File: src/rtl/cmc_pkg.sv
// Shared constants, FSM encoding and result record for the CMC partial-sum datapath.
package cmc_pkg;

  localparam int CMC_SUM_W = 18;
  localparam int CMC_ACC_W = 24;
  localparam int CMC_CNT_W = 8;

  typedef enum logic [1:0] {
    ST_IDLE  = 2'd0,
    ST_ACCUM = 2'd1,
    ST_HOLD  = 2'd2
  } cmc_state_e;

  typedef struct packed {
    logic signed [CMC_ACC_W-1:0] data;
    logic [CMC_CNT_W-1:0]        count;
    logic                        sat;
  } cmc_psum_t;

endpackage

File: src/rtl/cmc_sat_add.sv
// Combinational signed adder that clamps to the W-bit range and flags when it did.
module cmc_sat_add #(
  parameter int W = 24
) (
  input  logic signed [W-1:0] a,
  input  logic signed [W-1:0] b,
  output logic signed [W-1:0] sum,
  output logic                ovf
);

  localparam logic signed [W-1:0] SAT_MAX = {1'b0, {(W-1){1'b1}}};
  localparam logic signed [W-1:0] SAT_MIN = {1'b1, {(W-1){1'b0}}};

  logic signed [W:0] wide_s;

  assign wide_s = {a[W-1], a} + {b[W-1], b};

  // Disagreeing top two bits mean the true sum left the W-bit range.
  always_comb begin
    ovf = (wide_s[W] != wide_s[W-1]);
    if (ovf) begin
      sum = wide_s[W] ? SAT_MIN : SAT_MAX;
    end else begin
      sum = wide_s[W-1:0];
    end
  end

endmodule

File: src/rtl/cmc_psum_accum.sv
// Accumulates adder-tree sums into in_last-delimited groups and presents the
// saturated total and beat count on a single-entry valid/ready register.
module cmc_psum_accum
  import cmc_pkg::*;
#(
  parameter int IN_W  = CMC_SUM_W,
  parameter int ACC_W = CMC_ACC_W,
  parameter int CNT_W = CMC_CNT_W
) (
  input  logic                    clk,
  input  logic                    rst_n,
  input  logic                    in_valid,
  output logic                    in_ready,
  input  logic signed [IN_W-1:0]  in_sum,
  input  logic                    in_last,
  output logic                    out_valid,
  input  logic                    out_ready,
  output logic signed [ACC_W-1:0] out_data,
  output logic [CNT_W-1:0]        out_count,
  output logic                    out_sat
);

  localparam logic [CNT_W-1:0] CNT_MAX = {CNT_W{1'b1}};
  localparam logic [CNT_W-1:0] CNT_ONE = {{(CNT_W-1){1'b0}}, 1'b1};

  cmc_state_e              state_r, state_nxt_s;
  logic                    grp_open_r, grp_open_nxt_s;
  logic signed [ACC_W-1:0] acc_r, acc_nxt_s;
  logic [CNT_W-1:0]        cnt_r, cnt_nxt_s;
  logic                    sat_r, sat_nxt_s;
  logic signed [ACC_W-1:0] sum_ext_s, add_s;
  logic                    add_ovf_s;
  logic                    beat_s, take_s, close_s, hold_s;

  assign in_ready  = !out_valid || out_ready;
  assign beat_s    = in_valid && in_ready;
  assign take_s    = out_valid && out_ready;
  assign close_s   = beat_s && in_last;
  assign hold_s    = (state_r == ST_HOLD);
  assign sum_ext_s = {{(ACC_W-IN_W){in_sum[IN_W-1]}}, in_sum};

  cmc_sat_add #(.W(ACC_W)) u_sat_add (
    .a   (acc_r),
    .b   (sum_ext_s),
    .sum (add_s),
    .ovf (add_ovf_s)
  );

  // Group datapath: restart on the first beat after a close, otherwise clamp-accumulate.
  always_comb begin
    acc_nxt_s      = acc_r;
    cnt_nxt_s      = cnt_r;
    sat_nxt_s      = sat_r;
    grp_open_nxt_s = grp_open_r;
    if (beat_s) begin
      if (!grp_open_r) begin
        acc_nxt_s = sum_ext_s;
        cnt_nxt_s = CNT_ONE;
        sat_nxt_s = 1'b0;
      end else begin
        acc_nxt_s = add_s;
        cnt_nxt_s = (cnt_r == CNT_MAX) ? cnt_r : cnt_r + CNT_ONE;
        sat_nxt_s = sat_r | add_ovf_s;
      end
      grp_open_nxt_s = !in_last;
    end else begin
      grp_open_nxt_s = grp_open_r;
    end
  end

  // HOLD dominates; a group may be open underneath it, tracked by grp_open.
  always_comb begin
    state_nxt_s = state_r;
    if (close_s) begin
      state_nxt_s = ST_HOLD;
    end else if (hold_s && !take_s) begin
      state_nxt_s = ST_HOLD;
    end else if (grp_open_nxt_s) begin
      state_nxt_s = ST_ACCUM;
    end else begin
      state_nxt_s = ST_IDLE;
    end
  end

  // Control and accumulator state.
  always_ff @(posedge clk or negedge rst_n) begin
    if (!rst_n) begin
      state_r    <= ST_IDLE;
      grp_open_r <= 1'b0;
      acc_r      <= '0;
      cnt_r      <= '0;
      sat_r      <= 1'b0;
      out_valid  <= 1'b0;
    end else begin
      state_r    <= state_nxt_s;
      grp_open_r <= grp_open_nxt_s;
      acc_r      <= acc_nxt_s;
      cnt_r      <= cnt_nxt_s;
      sat_r      <= sat_nxt_s;
      out_valid  <= (state_nxt_s == ST_HOLD);
    end
  end

  // Result register loads only on a closing beat, so it holds through stalls and drains.
  always_ff @(posedge clk or negedge rst_n) begin
    if (!rst_n) begin
      out_data  <= '0;
      out_count <= '0;
      out_sat   <= 1'b0;
    end else if (close_s) begin
      out_data  <= acc_nxt_s;
      out_count <= cnt_nxt_s;
      out_sat   <= sat_nxt_s;
    end else begin
      out_data  <= out_data;
      out_count <= out_count;
      out_sat   <= out_sat;
    end
  end

endmodule
File: config.mk
export PLATFORM = sky130hd
export DESIGN_NAME = cmc_psum_accum
export DESIGN_NICKNAME = d
export VERILOG_FILES = /design/src/rtl/cmc_pkg.sv /design/src/rtl/cmc_sat_add.sv /design/src/rtl/cmc_psum_accum.sv
export SDC_FILE = /design/constraint.sdc
export NUM_CORES = 1
export LEC_CHECK = 0
export ABC_AREA = 1
export BUFFER_PORTS_ARGS = -buffer_cell sky130_fd_sc_hd__buf_2
export CAP_MARGIN = 20
export CORE_UTILIZATION = 50
export CTS_BUF_LIST = sky130_fd_sc_hd__clkbuf_8
export DETAILED_ROUTE_END_ITERATION = 12
export GPL_TIMING_DRIVEN = 0
export PLACE_DENSITY = 0.77
export SYNTH_ARGS = -nofsm -noshare
export SYNTH_HDL_FRONTEND = slang
export SYNTH_SLANG_ARGS = --single-unit
export TNS_END_PERCENT = 10
File: constraint.sdc
create_clock -name clk -period 3.2 [get_ports clk]
set_clock_uncertainty 0.15 [all_clocks]
set_input_delay 0.16 -clock clk [delete_from_list [all_inputs] [get_ports clk]]
set_output_delay 0.16 -clock clk [all_outputs]
set_load 0.02 [all_outputs]
==> summary.md, run 1 <==
| Metric | Value |
|---|---|
| Run status | `finished clean` |
| Synth Area per Inst | `6.65 um2` |
| Average detailed-routed wire length per instance | `14.6 um` |
| Setup repair after global routing missed its margin | `false` |
| Max cap viols | `0` |
| Post-route DRC | `0` |
| Number of failing hold endpoints at the final stage | `0` |
| Portion of total power attributed to combinational logic | `60.4%` |
| TritonCTS clock tree | `yes` |
| Clock buffer count from CTS | `9` |
| Minimum clock period after layout | `2.93 ns` |
| Number of instances in the synthesized netlist | `724` |
| Distinct cell type count of the synthesized netlist | `33` |
| Die width | `100 um` |
| Syn-to-layout area delta | `14.2%` |
| Core Rows | `35` |
| Share of post-route cells with drive strength above 1 | `12.0%` |
| Detailed placer's ending HPWL | `10300 um` |
| Y dimension of the die | `100 um` |
| Power per standard cell area | `1010 nW/um2` |
| Maximum number of pins on one net before global-route repair | `71` |
| Residual antenna-violating net count after detailed routing | `0` |
| Register-to-register path setup slack | `0.27 ns` |
| Cell repeated most along the worst path | `sky130_fd_sc_hd__nand2_1` |
| Number of ports placed on the die boundary | `58` |
| Max Freq | `341 MHz` |
| Worst slack, placed | `0.149 ns` |
| Core Region | `9280 um2` |
| Clock network power share | `13.6%` |
| Starting density of the core | `51.9%` |
| Tot GR Track Use | `28.8%` |
| Kind of end point of the critical path | `flop` |
| Total nets after synthesis | `773` |
| Worst skew pair latency | `0.36 ns` |
| Cell with the largest stage delay on the worst path | `sky130_fd_sc_hd__fa_1` |
| Post-layout nets | `843` |
| Ratio of final minimum period to clock period | `91.6%` |
| Final WS setup | `0.270 ns` |
| Global-route wire length before repair | `22400 um` |
| Worst Hold Class | `input pin to flop` |
| Total of flip-flops plus latches after synthesis | `70` |
| Total number of yosys warnings | `0` |
| Worst-path cell chain | `ha_1, inv_1, fa_1, inv_1, nand2_1, nand2_1, nand3_1, nand2_2, nand2_1, nand4_1, nand2_2, a21oi_4, buf_12, buf_6, o21ai_2, nand3_1, nand2_1` |
| Net Sw Power | `2.79 mW` |
| Critical path startpoint category | `flop` |
| # port buffers | `56` |
| Starting DRT DRC Count | `252` |
| Max Transition Viols Final | `0` |
| Headroom to the max-slew limit | `39.2%` |
| Internal power consumption | `2.76 mW` |
| Part of the Yosys area used for sequential elements | `36.4%` |
| Count of TritonRoute iterations in the first routing pass | `5` |
| CP required | `3.30 ns` |
| Highest ir drop seen on vdd | `0.000434 V` |
| Net Sw Frac | `50.3%` |
| Vias in the first global route | `4640` |
| Biggest fanout along the worst timing path | `10` |
| Count of antenna diodes in the layout | `0` |
| Total die area | `10000 um2` |
| Fill cell total of the finished layout | `920` |
| Most frequent cells in the layout | `sky130_fd_sc_hd__nand2_1 (287), sky130_fd_sc_hd__inv_1 (79), sky130_fd_sc_hd__nor2_1 (75), sky130_fd_sc_hd__dfrtp_1 (70), sky130_fd_sc_hd__buf_2 (57)` |
| Detailed Route WL | `13500 um` |
| Vias per std cell | `5.17` |
| Maximum buffer depth of the clock tree | `2` |
| Count of final setup violators | `0` |
| Antenna violations before repair | `0` |
| Critical path arrival | `3.03 ns` |
| Portion of total power attributed to sequential cells | `26.0%` |
| Delay of the slowest cell on the worst path | `0.36 ns` |
| Total overflow reported by the global router | `0` |
| Worst setup path class | `flop to flop` |
| Slew at the pin with the worst max-slew slack | `0.911 ns` |
| Root buf cell | `sky130_fd_sc_hd__clkbuf_8` |
| Leak | `3.11 nW` |
| Clock transition at the registers of the reported paths | `0.08 ns` |
| Clock sink total | `70` |
| Cell area after synthesis | `4810 um2` |
| Maximum level of the CTS H-tree | `3` |
| Routability congestion estimate | `0.919` |
| Setup Total Neg Slack | `0 ns` |
| Total vias in the final route | `4801` |
| Most common cell after layout, fill and taps aside | `sky130_fd_sc_hd__nand2_1` |
-- Yosys cell counts (all sizes together) --
cell type / number / area share, %
o21bai: 5 / 0.78
a31oi: 2 / 0.26
ha: 25 / 6.5
nand3b: 1 / 0.16
nand2: 293 / 23
nand3: 54 / 5.6
a311oi: 1 / 0.18
dfrtp: 70 / 36
nand4: 14 / 1.8
buf: 5 / 0.75
a21oi: 27 / 3.2
or2: 8 / 1.0
clkbuf: 10 / 0.78
o21ai: 28 / 3.0
fa: 1 / 0.42
nor2: 77 / 6.1
xor2: 6 / 1.1
a21boi: 1 / 0.16
and2: 2 / 0.26
xnor2: 8 / 1.5
inv: 80 / 6.2
nor3: 6 / 0.62
-- worst paths after layout --
path | cells past startpoint | from | to
setup / recovery | 17 | acc_r[0]$_DFF_PN0_ | out_data[16]$_DFFE_PN0P_
hold / removal | 5 | in_sum[15] | acc_r[15]$_DFF_PN0_
setup reg to reg | 17 | acc_r[0]$_DFF_PN0_ | out_data[16]$_DFFE_PN0P_
hold reg to reg | 2 | out_data[9]$_DFFE_PN0P_ | out_data[9]$_DFFE_PN0P_
max in group asynchronous | 2 | rst_n | acc_r[18]$_DFF_PN0_
min in group asynchronous | 2 | rst_n | out_data[19]$_DFFE_PN0P_
-- routing by layer --
metal | GRT usage, % | vias up | share of wire (%)
met4 | 7.25 | 0 | 1.1
met5 | 0 | - | 0
met2 | 47.0 | 120 | 47
met3 | 4.25 | 11 | 4.3
met1 | 40.1 | 2243 | 48
li1 | - | 2427 | -
-- worst max-delay path: cells and delay by family (launching register included) --
| family | cells | cell delay (ns) |
|---|---|---|
| simple gates | 9 | 0.93 |
| fa+ha+maj | 2 | 0.60 |
| compound gates | 2 | 0.25 |
| flops | 1 | 0.35 |
| buf+inv | 4 | 0.51 |
-- state kept, by name, summed over array words and instances, names as in the netlist --
name	count
out_count	8
out_data	24
cnt_r	8
out_sat	1
grp_open_r	1
acc_r	24
out_valid	1
state_r	2
sat_r	1
-- through the flow --
step	area (um2)	utilization, %	total power [mW]	cells	hold WS (ns)
finish	5500	59.2	5.55	928	0.0244
global route	5500	59.2	6.02	928	0.0559
CTS	5480	59.0	5.48	927	0.00816
detailed placement	5260	56.6	4.72	909	0.199
global placement	5260	56.6	4.64	909	0.307
floorplan	4810	-	3.83	724	-0.286
-- final cells by class --
class / count / area (um2) / share of cell area, %
timing repair buffer: 59 / 323 / 5.87
buffer: 15 / 73.8 / 1.34
sequential: 70 / 1750 / 31.9
tap: 129 / 161 / 2.94
clock buffer: 9 / 124 / 2.25
multi-input combinational: 559 / 2690 / 48.9
inverter: 80 / 300 / 5.46
clock inverter: 7 / 73.8 / 1.34
-- power by group through the flow --
stage	sequential, mW	combinational [mW]	clock, mW
4_1_cts	1.44	3.28	0.762
6_report	1.44	3.35	0.754
5_1_grt	1.49	3.74	0.792
3_5_place_dp	1.45	3.26	0
2_1_floorplan	1.64	2.19	0
3_3_place_gp	1.44	3.20	0
-- what timing repair did --
| action | in CTS | in global routing |
|---|---|---|
| endpoints found under the setup margin | 0 | 34 |
| buffers inserted | 0 | 1 |
| endpoints found under the hold margin | 72 | 0 |
| hold buffers | 2 | 0 |
| resized for setup | 0 | 2 |
-- cells by family (layout without fill, tap and decap cells) --
kind of cell,Yosys count,count (layout),synth area share (%)
buffers and inverters,95,170,7.77
AOI/OAI and AO/OA,64,64,7.56
adders and majority gates,26,26,6.91
and+or+nand+nor,455,455,38.8
xor gates and xnor gates,14,14,2.55
DFF,70,70,36.4
Power figures use the tool's default switching activity.
==> run 2: changes to the inputs <==
--- a/config.mk
+++ b/config.mk
@@ -8,11 +8,11 @@
 export ABC_AREA = 1
 export BUFFER_PORTS_ARGS = -buffer_cell sky130_fd_sc_hd__buf_2
 export CAP_MARGIN = 20
-export CORE_UTILIZATION = 50
+export CORE_UTILIZATION = 56
 export CTS_BUF_LIST = sky130_fd_sc_hd__clkbuf_8
 export DETAILED_ROUTE_END_ITERATION = 12
 export GPL_TIMING_DRIVEN = 0
-export PLACE_DENSITY = 0.77
+export PLACE_DENSITY = 0.84
 export SYNTH_ARGS = -nofsm -noshare
 export SYNTH_HDL_FRONTEND = slang
 export SYNTH_SLANG_ARGS = --single-unit
==> summary.md, run 2 (same netlist as run 1, synthesis figures left out) <==
| Metric | Value |
|---|---|
| Count of final setup violators | `0 (unchanged)` |
| Delay of the slowest cell on the worst path | `0.36 ns (about the same)` |
| CP Depth | `16 (-1)` |
| Biggest fanout along the worst timing path | `10 (unchanged)` |
| Total non-filler cell area in the finished layout | `5450 um2 (-0.86%)` |
| Largest registers | `acc_r (24), out_data (24)` |
| Final WS setup | `0.206 ns (-0.0639 ns)` |
| Maximum buffer depth of the clock tree | `2 (unchanged)` |
| Post-layout nets | `844 (+0.12%)` |
| Total overflow reported by the global router | `0 (unchanged)` |
| Max Freq | `334 MHz (-2.1%)` |
| Post-route DRC | `0 (unchanged)` |
| Die width | `94.7 um (-5.4%)` |
| Detailed placer's ending HPWL | `10100 um (-1.5%)` |
| Area used by multi-input combinational logic | `2690 um2 (unchanged)` |
| Setup Total Neg Slack | `0 ns (unchanged)` |
| Depth of the most critical reg-to-reg path | `16 (-1)` |
| Starting DRT DRC Count | `292 (+16%)` |
| Slew at the pin with the worst max-slew slack | `0.904 ns (-0.00753 ns)` |
| Reg2reg end | `out_data[16]$_DFFE_PN0P_` |
| Worst skew pair latency | `0.36 ns (about the same)` |
| Worst slack, placed | `0.113 ns (-0.0356 ns)` |
| Tot GR Track Use | `31.9% (+3.1 points)` |
| Starting density of the core | `58.3% (+6.4 points)` |
| Most common cell after layout, fill and taps aside | `sky130_fd_sc_hd__nand2_1` |
| Max Transition Viols Final | `0 (unchanged)` |
| Leak | `3.10 nW (-0.34%)` |
| Worst-path cell chain | `ha_1, inv_1, fa_1, inv_1, nand2_1, nand2_1, nand3_1, nand2_2, nand2_1, nand4_1, nand2_2, a21oi_4, buf_6, o21ai_2, nand3_1, nand2_1` |
| Global-route wire length before repair | `21800 um (-2.9%)` |
| Run status | `finished clean` |
| Cell type group with the largest total delay on the critical path | `simple AND/OR/NAND/NOR gates` |
| Most frequent cells in the layout | `sky130_fd_sc_hd__nand2_1 (287), sky130_fd_sc_hd__inv_1 (79), sky130_fd_sc_hd__nor2_1 (75), sky130_fd_sc_hd__dfrtp_1 (70), sky130_fd_sc_hd__buf_2 (57)` |
| Vias per std cell | `5.38 (+4.0%)` |
| Clock sink total | `70 (unchanged)` |
| Vias in the first global route | `4593 (-1.0%)` |
| Root buf cell | `sky130_fd_sc_hd__clkbuf_8` |
| Worst Hold Class | `input pin to flop` |
| CP required | `3.29 ns (about the same)` |
| Register-to-register path setup slack | `0.21 ns (-0.06 ns)` |
| Startpoint of the worst register-to-register path | `acc_r[0]$_DFF_PN0_` |
| Power per standard cell area | `996 nW/um2 (-1.3%)` |
| Worst setup path class | `flop to flop` |
| Count of TritonRoute iterations in the first routing pass | `5 (unchanged)` |
| Total vias in the final route | `4869 (+1.4%)` |
| Kind of end point of the critical path | `flop` |
| # port buffers | `56 (unchanged)` |
| Highest ir drop seen on vdd | `0.000547 V (+26%)` |
| Beginning of the worst hold path | `in_sum[0]` |
| Overall power of the completed layout | `5.43 mW (-2.2%)` |
| Clock buffer count from CTS | `9 (unchanged)` |
| Hold EP | `acc_r[0]$_DFF_PN0_` |
| Antenna violations before repair | `0 (unchanged)` |
| Count of buffer and inverter cells on the critical path | `3 (-1)` |
| Number of ports placed on the die boundary | `58 (unchanged)` |
| Y dimension of the die | `94.7 um (-5.4%)` |
| Count of antenna diodes in the layout | `0 (unchanged)` |
| Total die area | `8970 um2 (-11%)` |
| TritonCTS clock tree | `yes` |
| Headroom to the max-slew limit | `39.7% (+0.50 points)` |
| Core Rows | `33 (-5.7%)` |
| Core Region | `8260 um2 (-11%)` |
| Cell repeated most along the worst path | `sky130_fd_sc_hd__nand2_1` |
| Critical path startpoint category | `flop` |
| Share of post-route cells with drive strength above 1 | `12.1% (+0.11 points)` |
| Residual antenna-violating net count after detailed routing | `0 (unchanged)` |
| Setup repair after global routing missed its margin | `false` |
| Ratio of final minimum period to clock period | `93.6% (+2.0 points)` |
| Maximum number of pins on one net before global-route repair | `71 (unchanged)` |
| Minimum clock period after layout | `2.99 ns (+0.0639 ns)` |
| Average detailed-routed wire length per instance | `14.6 um (about the same)` |
| Critical path arrival | `3.09 ns (+0.06 ns)` |
| Detailed Route WL | `13200 um (-2.4%)` |
| Area taken by flip-flops and latches | `1750 um2 (unchanged)` |
| Post-Place Cell Area | `5230 um2 (-0.57%)` |
| Fill cell total of the finished layout | `751 (-18%)` |
| Max cap viols | `0 (unchanged)` |
| Clock transition at the registers of the reported paths | `0.08 ns (about the same)` |
| Min-Delay Path Depth | `5 (unchanged)` |
| Number of failing hold endpoints at the final stage | `0 (unchanged)` |
| Routability congestion estimate | `0.961 (+4.6%)` |
| Syn-to-layout area delta | `13.2%` |
| Cell with the largest stage delay on the worst path | `sky130_fd_sc_hd__dfrtp_1` |
| Maximum level of the CTS H-tree | `3 (unchanged)` |
-- run 2: routing by layer --
metal | vias up | share of wire (%) | global-route usage, %
met4 | 0 | 2.5 | 13.9
met2 | 162 | 46 | 49.9
met5 | - | 0 | 0
met1 | 2255 | 45 | 43.5
met3 | 24 | 7.1 | 5.07
li1 | 2428 | - | -
-- run 2: stage by stage --
| step | hold WS, ns | utilization, % | cells |
|---|---|---|---|
| floorplan | -0.286 | - | 724 |
| global placement | 0.307 | 63.3 | 885 |
| detailed placement | 0.203 | 63.3 | 885 |
| CTS | 0.0171 | 65.8 | 903 |
| global route | 0.0439 | 66.0 | 905 |
| finish | 0.0283 | 66.0 | 905 |
-- run 2: power breakdown --
| group | internal [mW] | switching, mW |
|---|---|---|
| logic | 1.14 | 2.14 |
| clock network | 0.296 | 0.403 |
| registers | 1.24 | 0.207 |
| total | 2.68 | 2.75 |
-- run 2: how the worst max path moves through the flow --
stage | startpoint | endpoint
floorplan | acc_r[0]$_DFF_PN0_ | acc_r[21]$_DFF_PN0_
global placement | acc_r[0]$_DFF_PN0_ | out_data[16]$_DFFE_PN0P_
detailed placement | acc_r[0]$_DFF_PN0_ | out_data[16]$_DFFE_PN0P_
CTS | acc_r[0]$_DFF_PN0_ | out_data[16]$_DFFE_PN0P_
global route | acc_r[0]$_DFF_PN0_ | out_data[16]$_DFFE_PN0P_
finish | acc_r[0]$_DFF_PN0_ | out_data[16]$_DFFE_PN0P_
-- run 2: area by class of cell --
type                    count  share of cell area [%]
multi-input cells         559                    49.4
flip-flops and latches     70                    32.1
clock buffers               9                    2.27
repair buffers             60                    5.83
clock inverters             7                    1.12
well taps                 105                    2.41
inverters                  80                    5.51
plain buffers              15                    1.35
-- run 2: repair_timing --
action / in CTS / in global routing
setup endpoints to repair: 0 / 23
endpoints found under the hold margin: 72 / 0
hold buffers: 2 / 0
gates resized for setup: 0 / 1
setup buffers: 0 / 2
-- run 2: tightest hold or removal path, stage by stage --
cell and delay, ns:
sky130_fd_sc_hd__buf_2 0.11, sky130_fd_sc_hd__nor2_1 0.08, sky130_fd_sc_hd__nor2_1 0.06, sky130_fd_sc_hd__nand2_1 0.06
sky130_fd_sc_hd__nand2_1 0.04
